## config.mk

```make
export PLATFORM = sky130hd
export DESIGN_NAME = prbs_burst_ctrl
export DESIGN_NICKNAME = d
export VERILOG_FILES = /design/src/rtl/prbs_burst_ctrl.sv
export SDC_FILE = /design/constraint.sdc
export NUM_CORES = 1
export LEC_CHECK = 0
export CAP_MARGIN = 0
export CORE_MARGIN = 8
export CORE_UTILIZATION = 48
export CTS_CLUSTER_DIAMETER = 100
export CTS_CLUSTER_SIZE = 20
export DETAILED_ROUTE_END_ITERATION = 10
export DONT_BUFFER_PORTS = 1
export GPL_TIMING_DRIVEN = 0
export SETUP_SLACK_MARGIN = 0.5
export SYNTH_ARGS = -nofsm -noshare
export SYNTH_HDL_FRONTEND = slang
export SYNTH_SLANG_ARGS = --single-unit
export TNS_END_PERCENT = 100
```

## constraint.sdc

```tcl
create_clock -name clk -period 2.32 [get_ports clk]
set_clock_uncertainty 0.1 [all_clocks]
set_input_delay 0.232 -clock clk [delete_from_list [all_inputs] [get_ports clk]]
set_output_delay 0.232 -clock clk [all_outputs]
set_load 0.02 [all_outputs]
```

## src/rtl/prbs_burst_ctrl.sv

```systemverilog
// -----------------------------------------------------------------------------
// prbs_burst_ctrl
//
// Sequencing controller for a 4-bit parallel PRBS generator. On an accepted
// start it loads a seed into the generator, then advances the generator one
// word per accepted output transfer until the programmed number of words has
// been delivered on a valid/ready port. An all-zero LFSR state (lock-up) is
// detected while running and recovered from by reseeding with the latched seed.
//
// Ports
//   clk        single clock, rising-edge
//   rst        synchronous active-high reset
//   cfg_seed   seed, sampled on accepted start (zero -> DEFAULT_SEED)
//   cfg_len    burst length in 4-bit words, sampled on accepted start
//   start      begin burst (honoured only when idle)
//   abort      terminate burst (effective when not idle)
//   gen_load   generator load pulse (high for the single LOAD cycle)
//   gen_seed   seed presented to the generator
//   gen_en     generator advances one word at the next edge (combinational)
//   gen_word   current generator output word
//   gen_state  current generator LFSR state, for lock-up detection
//   out_word   registered PRBS word
//   out_valid  out_word valid
//   out_ready  downstream accepts
//   busy       burst in progress (LOAD, RUN, DRAIN)
//   done       one-cycle pulse, burst completed normally
//   aborted    one-cycle pulse, burst terminated by abort
//   lock_err   sticky lock-up flag, cleared by rst or accepted start
//   word_cnt   handshakes completed in current/last burst (saturating)
// -----------------------------------------------------------------------------
module prbs_burst_ctrl #(
  parameter int          LEN_W        = 16,
  parameter logic [7:0]  DEFAULT_SEED = 8'hFF
) (
  input  logic             clk,
  input  logic             rst,
  input  logic [7:0]       cfg_seed,
  input  logic [LEN_W-1:0] cfg_len,
  input  logic             start,
  input  logic             abort,
  output logic             gen_load,
  output logic [7:0]       gen_seed,
  output logic             gen_en,
  input  logic [3:0]       gen_word,
  input  logic [7:0]       gen_state,
  output logic [3:0]       out_word,
  output logic             out_valid,
  input  logic             out_ready,
  output logic             busy,
  output logic             done,
  output logic             aborted,
  output logic             lock_err,
  output logic [LEN_W-1:0] word_cnt
);

  typedef enum logic [1:0] {
    IDLE  = 2'd0,
    LOAD  = 2'd1,
    RUN   = 2'd2,
    DRAIN = 2'd3
  } state_t;

  state_t           state;
  state_t           state_nxt;
  logic [LEN_W-1:0] remaining;
  logic             hs;
  logic             capture;
  logic             lockup;
  logic             abort_hit;

  assign hs        = out_valid && out_ready;
  assign abort_hit = abort && (state != IDLE);

  // ---------------------------------------------------------------------------
  // Next-state and capture decision.
  // NOTE: every signal assigned here gets a default first, so no path through
  // the case statement leaves it unassigned and no latch is inferred.
  // ---------------------------------------------------------------------------
  always_comb begin
    state_nxt = state;
    capture   = 1'b0;
    lockup    = 1'b0;

    unique case (state)
      IDLE: begin
        if (start && (cfg_len != '0)) state_nxt = LOAD;
      end
      LOAD: begin
        state_nxt = RUN;
      end
      RUN: begin
        // Lock-up takes priority over capture: the stuck word is never taken,
        // the generator is reseeded on the way back through LOAD.
        if (gen_state == 8'h00) begin
          lockup    = 1'b1;
          state_nxt = LOAD;
        end else if ((remaining != '0) && (!out_valid || out_ready)) begin
          capture = 1'b1;
          if (remaining == LEN_W'(1)) state_nxt = DRAIN;
        end
      end
      DRAIN: begin
        if (hs) state_nxt = IDLE;
      end
      default: state_nxt = IDLE;
    endcase

    // Abort overrides everything, including a final handshake or a lock-up.
    if (abort_hit) begin
      state_nxt = IDLE;
      capture   = 1'b0;
      lockup    = 1'b0;
    end
  end

  assign gen_en   = capture;
  assign gen_load = (state == LOAD);
  assign busy     = (state != IDLE);

  // ---------------------------------------------------------------------------
  // State and datapath registers.
  // NOTE: sequential state uses non-blocking assignments only, so every
  // register samples the values from before this edge regardless of order.
  // NOTE: reset covers every register here; there is no storage array that
  // would need to be left out of reset.
  // ---------------------------------------------------------------------------
  always_ff @(posedge clk) begin
    if (rst) begin
      state     <= IDLE;
      remaining <= '0;
      gen_seed  <= DEFAULT_SEED;
      out_word  <= '0;
      out_valid <= 1'b0;
      done      <= 1'b0;
      aborted   <= 1'b0;
      lock_err  <= 1'b0;
      word_cnt  <= '0;
    end else begin
      state   <= state_nxt;
      done    <= 1'b0;
      aborted <= 1'b0;

      if (hs && (word_cnt != '1)) word_cnt <= word_cnt + LEN_W'(1);

      // A capture refills the output register; a handshake without a
      // capture empties it.
      if (capture) begin
        out_word  <= gen_word;
        out_valid <= 1'b1;
        remaining <= remaining - LEN_W'(1);
      end else if (hs) begin
        out_valid <= 1'b0;
      end

      if (lockup) lock_err <= 1'b1;

      unique case (state)
        IDLE: begin
          if (start) begin
            word_cnt <= '0;
            lock_err <= 1'b0;
            if (cfg_len == '0) begin
              done <= 1'b1;
            end else begin
              remaining <= cfg_len;
              gen_seed  <= (cfg_seed == 8'h00) ? DEFAULT_SEED : cfg_seed;
            end
          end
        end
        DRAIN: begin
          if (hs && !abort) done <= 1'b1;
        end
        default: ;
      endcase

      if (abort_hit) begin
        out_valid <= 1'b0;
        aborted   <= 1'b1;
      end
    end
  end

endmodule

```

==> impl_metrics.yaml <==
timing:
  hold_violations: 0
  rsz0062_at_grt: "true"
  worst_slew_pin_slew_ns: 0.7180
  period_share_pct: 84.46
  final.min_clock_period_ns: 1.959
  fmax_mhz: 510.3
  fin_setup_tns_ns: 0
  max_slew_margin_pct: 51.69
  drv_slew: 0
  finalSetupViolations: 0
floorplanning:
  core_um2: 5439
  start_util_pct: 48.91
  dieWidth_um: 90.45
  fp.dieArea_um2: 8180
  die_h_um: 90.45
  io_pins: 76
  core.rowCount: 27
layout:
  fillers: 427
  mostFrequentLayoutCells: "nor2_1, buf_4, xnor2_1, dfxtp_1, dlygate4sd3_1"
  drive_gt1_share_pct: 34.89
  finalNetCount: 413
  postLayoutCellArea_um2: 3739
  areaGrowthSynthToFinish_pct: 40.55
  antennaDiodeCount: 0
  mostFrequentLayoutCell: "nor2_1"
power_and_ir_drop:
  switchingPower_uw: 1400
  power_frac_comb_pct: 48.8
  ir_drop_v: 0.0005234
  pwr-share-clk_pct: 14.9
  p_leak_uw: 0.001272
  totalPowerFinal_uw: 3374
  swShare_pct: 41.50
  p_seq_share_pct: 36.3
  p_per_area_nw_per_um2: 902.6
  p_int_uw: 1974
setup_path:
  rrSetupSlack_ns: 0.36
  end_kind: "flop"
  cp.arrival_ns: 2.08
  start_kind: "flop"
  cp_max_fo: 8
  rr_worst_depth: 7
  path_class: "reg2reg"
  path_buf_inv: 1
  cp_slowest_stage_delay_ns: 0.34
  crit_chain: "inv_2 > ha_2 > nor3b_1 > nand4_1 > nor4_2 > xnor2_1 > a211oi_1"
  r2r-end: "remaining[14]"
  startpoint: "remaining[1]"
  required_ns: 2.44
  path_delay_family: "simple AND/OR/NAND/NOR gates"
  cp_slowest_cell: "dfxtp_2"
  r2r-start: "remaining[1]"
synth:
  yosys.area.top_type_share_pct: 37.63
  yosys-top-cells-area: "dfxtp_1, xnor2_1, nor2_1, nor4_1, a211oi_1"
  synth.avg_cell_area_um2: 8.526
  synth_xor_area_share_pct: 8.561
  yosysWarnings: 0
  ys_seq_elements: 50
  synth_compound_area_share_pct: 13.97
  ys_seq_area_share_pct: 37.63
  synthesis.nets: 361
  muxShareOfSynthArea_pct: 1.881
  synthSimpleGateAreaFrac_pct: 29.68
  netlist_instances: 312
  synth_ff_type: "dfxtp_1"
  synth_cell_types: 50
  synth_top_cell_by_area: "dfxtp_1"
  synthAdderAreaFrac_pct: 3.763
  async_reset_ff_share_pct: 0
  netlist_area_um2: 2660
  synth_top_family_by_area: "simple AND/OR/NAND/NOR gates"
  synth-edff-count: 0
global_route:
  grt_pass1_vias: 2598
  overflow: 0
  track_usage_pct: 19.56
  grt_pass1_wl_mm: 13.34
  grt_max_degree: 15
  antenna_found_initial: 0
placed_design:
  hpwl_mm: 5.359
  placed_area_um2: 2839
  io_buffers: 0
  gp_congestion: 0.8364
min_path:
  hold_class: "in2reg"
  worstHoldStart: "cfg_len[14]"
  hold_end: "remaining[14]"
  hold_depth: 2
route:
  first_pass_iters: 4
  wl_mm: 8.373
  wire_per_inst_um: 19.20
  drc: 0
  ant_nets: 0
  via_per_inst: 5.998
  vias: 2615
  drt_iter0_drc: 134
status:
  run_status: "finished clean"
clock_tree:
  cts_buffers: 5
  cts_tree: "built"
  cts_sinks: 50
  cts_root_buf: "clkbuf_8"
  cts_htree_levels: 2
  clk_latency_ns: 0.30
  clockBufferDepth: 2
  clk_pin_slew_ns: 0.09
run:
  drv_cap: 0
-- Yosys cell counts, types with 3 or more instances --
master / count
nor2_1: 51
dfxtp_1: 50
xnor2_1: 25
nor4_1: 23
a211oi_1: 17
nor3_1: 16
nand2_1: 13
inv_1: 12
nand3_1: 9
ha_1: 8
o21bai_1: 8
clkbuf_1: 7
a21oi_1: 6
buf_2: 6
mux2i_1: 5
nand2b_1: 5
nand4_1: 5
nand3b_1: 4
a311oi_1: 3
nor3b_1: 3
-- final cells by class --
class / instances / area (um2) / area share [%]
Buffer: 15 / 120.1 / 3.213
Clock buffer: 6 / 72.57 / 1.941
Clock inverter: 1 / 7.507 / 0.2008
Inverter: 12 / 50.05 / 1.339
Multi-Input combinational cell: 235 / 1939 / 51.87
Sequential cell: 50 / 1070 / 28.61
Tap cell: 72 / 90.09 / 2.410
Timing Repair Buffer: 45 / 389.1 / 10.41
-- metal layers --
| metal | global-route usage, % | vias up | wire length (um) |
|---|---|---|---|
| met5 | 0 | - | 0 |
| met4 | 5.964 | 0 | 76 |
| met1 | 25.11 | 1275 | 3682 |
| li1 | - | 1244 | - |
| met2 | 30.74 | 88 | 4015 |
| met3 | 5.736 | 8 | 598 |
-- what timing repair did --
| action | 4_1_cts | 5_1_grt |
|---|---|---|
| pin swaps | 11 | 13 |
| hold endpoints to repair | 20 | 0 |
| resized for setup | 70 | 48 |
| setup buffers | 19 | 4 |
| gates cloned | 2 | 0 |
| endpoints found under the setup margin | 48 | 47 |
| hold buffers | 20 | 0 |
-- state kept, by name, indices dropped and copies added, names as in the netlist --
| register | count |
|---|---|
| lock_err | 1 |
| aborted | 1 |
| remaining | 16 |
| out_word | 4 |
| state | 2 |
| done | 1 |
| gen_seed | 8 |
| out_valid | 1 |
| word_cnt | 16 |
-- worst register-to-register path: cells and delay by family, from the launching register on --
family | cells | cell delay (ns)
AOI/OAI and AO/OA | 1 | 0.24
xor gates and xnor gates | 1 | 0.10
adders and majority gates | 1 | 0.29
buffers and inverters | 1 | 0.09
DFF | 1 | 0.34
and+or+nand+nor | 3 | 0.72
-- worst max-delay path by stage --
stage / endpoint / slack (ns) / depth (start not counted)
3_3_place_gp: remaining[2] / 0.16 / 7
2_1_floorplan: remaining[13] / 0.46 / 8
6_report: remaining[14] / 0.36 / 7
3_5_place_dp: remaining[2] / 0.12 / 7
5_1_grt: remaining[14] / 0.24 / 7
4_1_cts: gen_en / 0.43 / 6
-- cells by family (layout without fill, tap and decap cells) --
kind of cell,count (synthesis),after routing
AO/OA/AOI/OAI,49,49
XOR/XNOR,26,26
adder cells (fa/ha/maj),8,8
buffers and inverters,27,79
flip-flops,50,50
multiplexers,5,5
AND/OR/NAND/NOR,147,147
-- stage by stage --
stage	hold slack [ns]	std cells	utilization [%]	setup WS [ns]
finish	0.008960	436	68.74	0.3605
global route	0.01263	436	68.74	0.2392
CTS	0.0003101	432	64.37	0.4254
detailed placement	0.2823	384	52.20	0.1156
global placement	0.2779	384	52.20	0.1577
floorplan	0.2680	312	-	0.4613
-- power by group through the flow --
stage | sequential, uW | clock, uW | combinational (uW)
after floorplan | 1180 | 0 | 865
after global placement | 1230 | 0 | 1050
after detailed placement | 1230 | 0 | 1060
after CTS | 1220 | 520 | 1400
after global routing | 1240 | 547 | 1770
final | 1220 | 502 | 1650
Note: power is estimated with default switching activity, not from simulation.
